`src/rtl/uart_pkg.sv`:
```
// Shared definitions for the UART TX frame serializer: FSM states, byte width
// and the width helpers used for sizing counters and index ports.
package uart_pkg;

  localparam int BYTE_W = 8;

  typedef enum logic [1:0] {
    IDLE    = 2'd0,
    SEND    = 2'd1,
    RELEASE = 2'd2,
    GAP     = 2'd3
  } state_t;

  // Ceiling log2; clog2(1) = 0.
  function automatic int clog2(input int value);
    int res;
    res = 0;
    while ((1 << res) < value) begin
      res++;
    end
    return res;
  endfunction

  // Same as clog2 but never narrower than one bit, so index and counter
  // vectors stay legal when the parameter is 1 (or 0 for the gap).
  function automatic int clog2_min1(input int value);
    return (clog2(value) < 1) ? 1 : clog2(value);
  endfunction

endpackage

```
`src/rtl/frame_byte_select.sv`:
```
// Byte-lane multiplexer: picks the 8-bit slice of a captured frame that
// corresponds to the transmit position idx, honouring the byte order.
module frame_byte_select
  import uart_pkg::*;
#(
  parameter int NUM_BYTES = 2,
  parameter int LSB_FIRST = 1,
  parameter int IDX_W     = 1
) (
  input  logic [BYTE_W*NUM_BYTES-1:0] frame,
  input  logic [IDX_W-1:0]            idx,
  output logic [BYTE_W-1:0]           byte_out
);

  // lane[i] is the byte transmitted at position i, already reordered.
  logic [BYTE_W-1:0] lane [NUM_BYTES];

  genvar gi;
  generate
    for (gi = 0; gi < NUM_BYTES; gi++) begin : g_lane
      if (LSB_FIRST != 0) begin : g_lsb
        assign lane[gi] = frame[BYTE_W*gi +: BYTE_W];
      end else begin : g_msb
        assign lane[gi] = frame[BYTE_W*(NUM_BYTES-1-gi) +: BYTE_W];
      end
    end
  endgenerate

  // Position decode; an out-of-range index yields zero rather than X.
  always_comb begin
    byte_out = '0;
    for (int i = 0; i < NUM_BYTES; i++) begin
      if (int'(idx) == i) begin
        byte_out = lane[i];
      end
    end
  end

endmodule

```
`src/rtl/uart_tx_frame_serializer.sv`:
```
// Captures an N-byte frame on a start request and hands it to the UART TX
// core one byte at a time over a 4-phase valid/done handshake, with optional
// idle gap between bytes, busy status and a frame-complete pulse.
module uart_tx_frame_serializer
  import uart_pkg::*;
#(
  parameter int NUM_BYTES  = 2,
  parameter int LSB_FIRST  = 1,
  parameter int GAP_CYCLES = 0
) (
  input  logic                                 clk,
  input  logic                                 reset,
  input  logic                                 enable,
  input  logic [BYTE_W*NUM_BYTES-1:0]          frame_in,
  input  logic                                 tx_done,
  output logic [BYTE_W-1:0]                    tx_data,
  output logic                                 tx_valid,
  output logic                                 busy,
  output logic                                 frame_done,
  output logic [clog2_min1(NUM_BYTES)-1:0]     byte_idx
);

  localparam int FRAME_W = BYTE_W * NUM_BYTES;
  localparam int IDX_W   = clog2_min1(NUM_BYTES);
  localparam int GAP_W   = clog2_min1(GAP_CYCLES + 1);

  localparam logic [IDX_W-1:0] LAST_IDX = IDX_W'(NUM_BYTES - 1);
  localparam logic [GAP_W-1:0] GAP_LOAD = GAP_W'(GAP_CYCLES);

  state_t               state_reg,      state_next;
  logic [FRAME_W-1:0]   buffer_reg,     buffer_next;
  logic [IDX_W-1:0]     byte_idx_reg,   byte_idx_next;
  logic [GAP_W-1:0]     gap_cnt_reg,    gap_cnt_next;
  logic [BYTE_W-1:0]    tx_data_reg,    tx_data_next;
  logic                 tx_valid_reg,   tx_valid_next;
  logic                 busy_reg,       busy_next;
  logic                 frame_done_reg, frame_done_next;

  // Byte-select inputs: the frame and position of the byte about to be sent.
  logic [FRAME_W-1:0]   sel_frame;
  logic [IDX_W-1:0]     sel_idx;
  logic [BYTE_W-1:0]    sel_byte;

  // Point the mux at the byte that the next SEND entry will present, so
  // tx_data can be loaded in the same edge that raises tx_valid.
  always_comb begin
    sel_frame = buffer_reg;
    sel_idx   = byte_idx_reg;
    case (state_reg)
      IDLE: begin
        // The buffer is written on this very edge, so select from frame_in.
        sel_frame = frame_in;
        sel_idx   = '0;
      end
      RELEASE: begin
        // Zero-gap path goes straight to the following byte.
        sel_idx = byte_idx_reg + IDX_W'(1);
      end
      default: begin
      end
    endcase
  end

  frame_byte_select #(
    .NUM_BYTES (NUM_BYTES),
    .LSB_FIRST (LSB_FIRST),
    .IDX_W     (IDX_W)
  ) u_byte_select (
    .frame    (sel_frame),
    .idx      (sel_idx),
    .byte_out (sel_byte)
  );

  // Next-state and registered-output logic for the handshake sequencer.
  always_comb begin
    state_next      = state_reg;
    buffer_next     = buffer_reg;
    byte_idx_next   = byte_idx_reg;
    gap_cnt_next    = gap_cnt_reg;
    tx_data_next    = tx_data_reg;
    tx_valid_next   = tx_valid_reg;
    busy_next       = busy_reg;
    frame_done_next = 1'b0;

    case (state_reg)
      IDLE: begin
        if (enable) begin
          buffer_next   = frame_in;
          byte_idx_next = '0;
          tx_data_next  = sel_byte;
          tx_valid_next = 1'b1;
          busy_next     = 1'b1;
          state_next    = SEND;
        end
      end

      SEND: begin
        // Request held until the core acknowledges; no timeout.
        if (tx_done) begin
          tx_valid_next = 1'b0;
          state_next    = RELEASE;
        end
      end

      RELEASE: begin
        // Wait for the acknowledge to drop before moving on.
        if (!tx_done) begin
          if (byte_idx_reg == LAST_IDX) begin
            frame_done_next = 1'b1;
            busy_next       = 1'b0;
            state_next      = IDLE;
          end else begin
            byte_idx_next = byte_idx_reg + IDX_W'(1);
            if (GAP_CYCLES == 0) begin
              tx_data_next  = sel_byte;
              tx_valid_next = 1'b1;
              state_next    = SEND;
            end else begin
              gap_cnt_next = GAP_LOAD;
              state_next   = GAP;
            end
          end
        end
      end

      GAP: begin
        // Counter runs GAP_CYCLES..1, one cycle each, then requests the byte.
        if (gap_cnt_reg <= GAP_W'(1)) begin
          gap_cnt_next  = '0;
          tx_data_next  = sel_byte;
          tx_valid_next = 1'b1;
          state_next    = SEND;
        end else begin
          gap_cnt_next = gap_cnt_reg - GAP_W'(1);
        end
      end

      default: begin
        state_next = IDLE;
      end
    endcase
  end

  // State register; reset returns to IDLE immediately.
  always_ff @(posedge clk or posedge reset) begin
    if (reset) begin
      state_reg <= IDLE;
    end else begin
      state_reg <= state_next;
    end
  end

  // Datapath and output registers; reset clears them without a clock edge.
  always_ff @(posedge clk or posedge reset) begin
    if (reset) begin
      buffer_reg     <= '0;
      byte_idx_reg   <= '0;
      gap_cnt_reg    <= '0;
      tx_data_reg    <= '0;
      tx_valid_reg   <= 1'b0;
      busy_reg       <= 1'b0;
      frame_done_reg <= 1'b0;
    end else begin
      buffer_reg     <= buffer_next;
      byte_idx_reg   <= byte_idx_next;
      gap_cnt_reg    <= gap_cnt_next;
      tx_data_reg    <= tx_data_next;
      tx_valid_reg   <= tx_valid_next;
      busy_reg       <= busy_next;
      frame_done_reg <= frame_done_next;
    end
  end

  assign tx_data    = tx_data_reg;
  assign tx_valid   = tx_valid_reg;
  assign busy       = busy_reg;
  assign frame_done = frame_done_reg;
  assign byte_idx   = byte_idx_reg;

endmodule

```
`config.mk`:
```
export PLATFORM = sky130hd
export DESIGN_NAME = uart_tx_frame_serializer
export DESIGN_NICKNAME = d
export VERILOG_FILES = /design/src/rtl/uart_pkg.sv /design/src/rtl/frame_byte_select.sv /design/src/rtl/uart_tx_frame_serializer.sv
export SDC_FILE = /design/constraint.sdc
export NUM_CORES = 1
export LEC_CHECK = 0
export BUFFER_PORTS_ARGS = -buffer_cell sky130_fd_sc_hd__buf_2
export CAP_MARGIN = 10
export CORE_MARGIN = 5
export CORE_UTILIZATION = 40
export DETAILED_ROUTE_END_ITERATION = 8
export GPL_TIMING_DRIVEN = 0
export SLEW_MARGIN = 20
export SYNTH_ARGS = -nofsm -noshare
export SYNTH_HDL_FRONTEND = slang
export SYNTH_SLANG_ARGS = --single-unit
```
`constraint.sdc`:
```
create_clock -name clk -period 2.13 [get_ports clk]
set_input_delay 0.213 -clock clk [delete_from_list [all_inputs] [get_ports clk]]
set_output_delay 0.213 -clock clk [all_outputs]
set_load 0.01 [all_outputs]
```
==> impl_metrics.ini, run 1 <==
[run]
drv_cap = 0

[timing]
maxSlewViolCount = 0
rsz_0062_raised_after_global_routing = false
layout_min_cycle_time_ps = 1650
timing_hold_violations_final = 0
final.setup_skew_ps = 3.671
max_freq_mhz = 606.1
final.hold.worst_slack_ps = 16.83
setup_slack_ps = 480.0
period_share_pct = 77.47
total_negative_slack_ps = 0
worst-slew-pin-transition_ps = 648.9
maxSlewHeadroom_pct = 56.68
setup_viol = 0

[route]
detail_route.iter0.violations = 104
via_per_inst = 5.320
drt-total-wl_um = 3554
route.vias.total = 1165
ant_nets = 0
drc = 0
drt-wirelength-per-cell_um = 16.23
first_pass_iters = 4

[worst_hold_path]
holdCritPathClass = in2async

[run_status]
result_of_the_run = finished clean

[critical_path]
crit-reg2reg-capture = buffer_reg[13]
critPathCaptureType = flop
critical_path_class = reg2reg
worst-path-stages = 6
timing.reg2reg.setup_slack_ps = 480
critical_path.cell_chain = buf_4 -> nor2_4 -> and2_1 -> buf_6 -> buf_6 -> mux2_4
worst-r2r-cell-count = 6
arrival_ps = 1820
worst_setup_path_startpoint = state_reg[0]
cp.required_ps = 2300
crit_fanout = 10
cpPeakStageDelay_ps = 360
capturing_element_of_the_worst_setup_path = buffer_reg[13]
cp_common_cell = sky130_fd_sc_hd__buf_6
worstPathBufferInverterCount = 3
top_delay_family_on_crit_path = buffers and inverters
critPathSlowestCell = sky130_fd_sc_hd__dfrtp_1
regToRegStartpoint = state_reg[0]
worst_setup_path_start_kind = flop

[clocking]
clock-root-buffer = sky130_fd_sc_hd__clkbuf_8
ctsHoldBuffers = 0
number_of_buffers_added_by_the_clock_tree_synthesis_step = 5
cts-root-to-sink-buffers = 2
ctsHtreeMaxLevel = 2
ctsResizeCount = 0
clock_pin_slew_on_the_worst_setup_and_hold_paths_ps = 60
tritoncts_num_sinks = 30
clk_latency_ps = 280
post_cts_setup_repair_buffer_count = 0
clock_tree_from_tritoncts = yes

[logic_synthesis]
ys_seq_elements = 30
synth-edff-count = 0
seq_area_frac_synth_pct = 49.71
yosysMostFrequentCell = sky130_fd_sc_hd__dfrtp_1
synth_top_area_share_pct = 49.71
proportion_of_register_bits_with_asynchronous_set_or_reset_after_synthesis_pct = 100.0
synthDistinctLibCells = 25
ys_dominant_reg_cell = sky130_fd_sc_hd__dfrtp_1
post_synth.cell_area_avg_sq_um = 11.35
cell_area_after_technology_mapping_sq_um = 1510
netlist_instances = 133
post_synth_main_area_contributors = sky130_fd_sc_hd__dfrtp_1 50%, sky130_fd_sc_hd__a21oi_1 8.9%, sky130_fd_sc_hd__mux2_4 8.9%, sky130_fd_sc_hd__mux2_2 6.7%, sky130_fd_sc_hd__mux2i_1 6.0%
ys_top_cells_by_count = 30 x sky130_fd_sc_hd__dfrtp_1, 27 x sky130_fd_sc_hd__a21oi_1, 10 x sky130_fd_sc_hd__o21ai_0
syn_nets = 153
ys.warnings.count = 0
synth_area_leader_cell = sky130_fd_sc_hd__dfrtp_1

[grt]
grt_pass1_vias = 1222
grt_max_degree = 31
track_usage_pct = 15.09
global_route_wire_length_before_repair_um = 5892
grt_overflow = 0
initial_antenna_violation_count = 0

[power_and_ir_drop]
power.density_cell_area_nw_per_um2 = 1585
ir_worst_vdd_mv = 0.5916
p_leak_nw = 0.8464

[die]
initial_core_util_pct = 41.25
design.portCount = 32
dieArea_sq_um = 5104
placeableCoreArea_sq_um = 3661
row_count = 22
floorplan.die.width_um = 71.45
die_height_um = 71.45

[place]
dp_hpwl_um = 2391
io_buffer_count = 31
global_placement_routability_congestion = 0.7426
pre_cts_slack_ps = 501.2

[layout]
antennaDiodeCount = 0
max_reg_flops = 16
drive_gt1_share_pct = 36.84
final_nets = 191
area.growth.synth_to_final_pct = 19.30
where the power goes:
| group | internal [W] | switching, W | leakage [nW] |
|---|---|---|---|
| clock network | 0.000224 | 0.000201 | 0.0383 |
| registers | 0.000852 | 0.000199 | 0.358 |
| logic | 0.000702 | 0.000679 | 0.450 |
cell usage in the layout (no fill, tap or decap):
cell                        n
sky130_fd_sc_hd__buf_2     34
sky130_fd_sc_hd__dfrtp_1   30
sky130_fd_sc_hd__a21oi_1   27
sky130_fd_sc_hd__o21ai_0   10
sky130_fd_sc_hd__mux2_4     9
sky130_fd_sc_hd__mux2i_1    9
sky130_fd_sc_hd__mux2_2     9
sky130_fd_sc_hd__a22o_1     7
sky130_fd_sc_hd__clkbuf_1   6
sky130_fd_sc_hd__clkbuf_8   5
sky130_fd_sc_hd__nand2_1    3
sky130_fd_sc_hd__buf_4      2
sky130_fd_sc_hd__buf_6      2
sky130_fd_sc_hd__inv_1      2
sky130_fd_sc_hd__nor2_1     2
sky130_fd_sc_hd__nor2b_1    2
sky130_fd_sc_hd__nand2b_1   2
sky130_fd_sc_hd__nor2_4     1
sky130_fd_sc_hd__and2_1     1
sky130_fd_sc_hd__and3_1     1
sky130_fd_sc_hd__o21bai_1   1
sky130_fd_sc_hd__o22ai_1    1
sky130_fd_sc_hd__nor3b_1    1
sky130_fd_sc_hd__a21boi_0   1
sky130_fd_sc_hd__inv_2      1
sky130_fd_sc_hd__nor3_1     1
sky130_fd_sc_hd__and2_0     1
per-layer routing:
| metal | vias up | share of wire, % | track usage [%] |
|---|---|---|---|
| met3 | 9 | 8.6 | 6.031 |
| met1 | 550 | 42 | 18.85 |
| met2 | 54 | 48 | 23.27 |
| li1 | 552 | - | - |
| met4 | 0 | 1.8 | 6.054 |
| met5 | - | 0 | 0 |
layout make-up:
class	count	area (sq um)
Timing Repair Buffer	31	155.1
Buffer	11	67.56
Tap cell	48	60.06
Sequential cell	30	750.7
Clock buffer	7	76.32
Multi-Input combinational cell	89	680.7
Inverter	3	11.26
Fill cell	334	1859
how the worst min path moves through the flow:
stage	from	end	cells after the start
floorplan	reset	buffer_reg[0]	1
global placement	frame_in[10]	buffer_reg[10]	2
detailed placement	reset	buffer_reg[12]	2
CTS	reset	buffer_reg[7]	2
global route	reset	tx_data[7]	2
finish	reset	buffer_reg[4]	2
stage by stage:
| stage | cells | util, % | power (W) | area, sq um |
|---|---|---|---|---|
| 2_1_floorplan | 133 | - | 0.002064 | 1510 |
| 3_3_place_gp | 212 | 47.13 | 0.002402 | 1725 |
| 3_5_place_dp | 212 | 47.13 | 0.002444 | 1725 |
| 4_1_cts | 219 | 49.21 | 0.002874 | 1802 |
| 5_1_grt | 219 | 49.21 | 0.003078 | 1802 |
| 6_report | 219 | 49.21 | 0.002856 | 1802 |
kinds of logic (layout without fill, tap and decap cells):
family	after synthesis	after routing	share of synthesized area [%]
simple gates	15	15	5.717
buf+inv	14	52	5.219
flops	30	30	49.71
mux	27	27	21.62
compound gates	47	47	17.73
No activity file was read; power rests on OpenSTA's default activity.
==> inputs of run 2 (changes only) <==
ABC_AREA = 1   (was default)
clock period = 1.5 ns   (was 2.13 ns; I/O delays follow)
==> run 2 against run 1 <==
Cell count is 38% higher. Wire length shrank 0.90%. Setup slack worse by 340 ps. Via count grew 18%. Non-clock buffer count is 5 lower. Count of clock-buffer cells in the layout is the same. Die area is 5.4% higher. Synthesized cell count up 60%. Critical path type unchanged. Highest routed layer unchanged.
==> impl_metrics.ini, run 2 <==
[run_status]
result_of_the_run = finished clean

[worst_hold_path]
holdCritPathClass = in2reg
worst_hold_startpoint = frame_in[1]

[grt]
global_route_wire_length_before_repair_um = 6127
track_usage_pct = 15.05
grt_max_degree = 31
grt_pass1_vias = 1327
initial_antenna_violation_count = 0
grt_overflow = 0

[layout]
antennaDiodeCount = 0
layout.cells.most_common_list = 132 x sky130_fd_sc_hd__nand2_1, 31 x sky130_fd_sc_hd__buf_2, 30 x sky130_fd_sc_hd__dfrtp_1
final_nets = 272
finalInstanceArea_sq_um = 1909
max_reg_flops = 16
layout.cells.non_filler = 302
area.growth.synth_to_final_pct = 18.94
fin_util_pct = 48.43
drive_gt1_share_pct = 24.21
layout_commonest_cell = sky130_fd_sc_hd__nand2_1

[route]
drt-wirelength-per-cell_um = 11.66
ant_nets = 0
drt-total-wl_um = 3522
drc = 0
via_per_inst = 4.560
first_pass_iters = 4
route.vias.total = 1377
detail_route.iter0.violations = 75

[timing]
period_share_pct = 90.84
setup_viol = 0
timing_hold_violations_final = 0
maxSlewHeadroom_pct = 57.72
final.setup_skew_ps = 4.408
maxSlewViolCount = 0
total_negative_slack_ps = 0
rsz_0062_raised_after_global_routing = false
worst-slew-pin-transition_ps = 633.3
max_freq_mhz = 733.9
layout_min_cycle_time_ps = 1363
setup_slack_ps = 137.4

[clocking]
ctsHtreeMaxLevel = 2
clock_pin_slew_on_the_worst_setup_and_hold_paths_ps = 60
clk_latency_ps = 280
number_of_buffers_added_by_the_clock_tree_synthesis_step = 5
cts-root-to-sink-buffers = 2
tritoncts_num_sinks = 30
ctsResizeCount = 0
clock-root-buffer = sky130_fd_sc_hd__clkbuf_8
clock_tree_from_tritoncts = yes

[logic_synthesis]
ys.warnings.count = 0
proportion_of_register_bits_with_asynchronous_set_or_reset_after_synthesis_pct = 100.0
ys_dominant_reg_cell = sky130_fd_sc_hd__dfrtp_1
synth_area_leader_cell = sky130_fd_sc_hd__dfrtp_1
synthDistinctLibCells = 16
yosysMostFrequentCell = sky130_fd_sc_hd__nand2_1
post_synth.cell_area_avg_sq_um = 7.537
seq_area_frac_synth_pct = 46.77
ys_seq_elements = 30
ys_top_cells_by_count = 132 x sky130_fd_sc_hd__nand2_1, 30 x sky130_fd_sc_hd__dfrtp_1, 13 x sky130_fd_sc_hd__o21ai_0
netlist_instances = 213
cell_area_after_technology_mapping_sq_um = 1605
synth_top_area_share_pct = 46.77
syn_nets = 233
post_synth_main_area_contributors = sky130_fd_sc_hd__dfrtp_1 47%, sky130_fd_sc_hd__nand2_1 31%, sky130_fd_sc_hd__o21ai_0 4.1%, sky130_fd_sc_hd__nand2_2 3.1%, sky130_fd_sc_hd__buf_6 2.8%
synth-edff-count = 0

[power_and_ir_drop]
p_comb_share_pct = 52.4
swShare_pct = 44.68
power_switching_w = 0.001858
ir_worst_vdd_mv = 0.7862
p_leak_nw = 1.095
power.clock.fraction_pct = 14.1
power.density_cell_area_nw_per_um2 = 2178
power.share.sequential_pct = 33.5
power_report.internal_total_w = 0.002301

[critical_path]
worst_setup_path_startpoint = state_reg[0]
critical_path_class = reg2reg
cp.required_ps = 1660
arrival_ps = 1530
critPathCaptureType = flop
regToRegStartpoint = state_reg[0]
crit_fanout = 10
worst_setup_path_start_kind = flop

[die]
placeableCoreArea_sq_um = 3943
dieArea_sq_um = 5380
die_height_um = 73.35
floorplan.die.width_um = 73.35
initial_core_util_pct = 40.72
design.portCount = 32
row_count = 23

[place]
dp_hpwl_um = 2601
global_placement_routability_congestion = 0.8021
post-place-cells = 294
io_buffer_count = 31
dpl_cell_area_sq_um = 1823
pre_cts_slack_ps = 142.1

[run]
drv_cap = 0
## run 2: cell count changes in the layout (fill, tap and decap cells not counted), moves of 4 or more
| cell | delta |
|---|---|
| sky130_fd_sc_hd__mux2_2 | -9 |
| sky130_fd_sc_hd__nand2_1 | +129 |
| sky130_fd_sc_hd__mux2_4 | -9 |
| sky130_fd_sc_hd__nand2_2 | +8 |
| sky130_fd_sc_hd__clkbuf_1 | -4 |
| sky130_fd_sc_hd__mux2i_1 | -9 |
| sky130_fd_sc_hd__a22o_1 | -7 |
| sky130_fd_sc_hd__a21oi_1 | -26 |
| sky130_fd_sc_hd__nand3_1 | +4 |
## run 2: kinds of logic (layout without fill, tap and decap cells)
group	after synthesis	after routing	share of synthesized area, %
compound gates	14	14	4.364
buf+inv	15	54	7.015
flops	30	30	46.77
simple gates	154	154	41.86
## run 2: final cells by class
class | instances | area [sq um]
fillers | 414 | 2033
flip-flops and latches | 30 | 750.7
clock buffers | 7 | 76.32
multi-input cells | 168 | 742.0
repair buffers | 32 | 165.2
inverters | 10 | 47.55
well taps | 50 | 62.56
plain buffers | 5 | 65.06
## run 2: metrics by stage
step	power [W]	hold WS (ps)
2_1_floorplan	0.003049	240.8
3_3_place_gp	0.003601	368.6
3_5_place_dp	0.003624	285.5
4_1_cts	0.004244	79.33
5_1_grt	0.004594	84.11
6_report	0.004159	89.31
## run 2: repair_timing
item / CTS / global route
setup buffers: 0 / 0
hold buffers: 1 / 0
endpoints found under the hold margin: 30 / 0
endpoints found under the setup margin: 0 / 0
## run 2: power by group through the flow
stage	Combinational (W)	Sequential (W)	Clock, W
after global routing	0.00251	0.00143	0.000649
after global placement	0.00220	0.00140	0
after detailed placement	0.00222	0.00141	0
final	0.00218	0.00139	0.000587
after CTS	0.00223	0.00139	0.000617
after floorplan	0.00161	0.00144	0
## run 2: path summary, 6_finish.rpt
path / to / slack [ps] / cells past startpoint
worst max-delay path: tx_data[7] / 140 / 8
worst min-delay path: buffer_reg[1] / 90 / 3
worst max register to register: tx_data[7] / 140 / 8
worst min register to register: buffer_reg[5] / 470 / 2
max in group asynchronous: buffer_reg[6] / 580 / 3
min in group asynchronous: tx_valid / 500 / 3
## run 2: per-layer routing
layer  track usage (%)  up-vias  part of all wire, %
li1                  -      727                    -
met3             4.104        7                  4.8
met5                 0        -                    0
met2             22.54       31                   46
met1             20.86      612                   48
met4             5.433        0                  1.5
## run 2: critical path, cell delays in order (launching register included)
cell and delay (ps):
sky130_fd_sc_hd__dfrtp_1 400, sky130_fd_sc_hd__buf_6 160, sky130_fd_sc_hd__nor2_4 200, sky130_fd_sc_hd__buf_6 180, sky130_fd_sc_hd__nand2_1 50, sky130_fd_sc_hd__nand2_1 70, sky130_fd_sc_hd__nand2_1 60, sky130_fd_sc_hd__nand3_1 80
sky130_fd_sc_hd__nand2_1 50
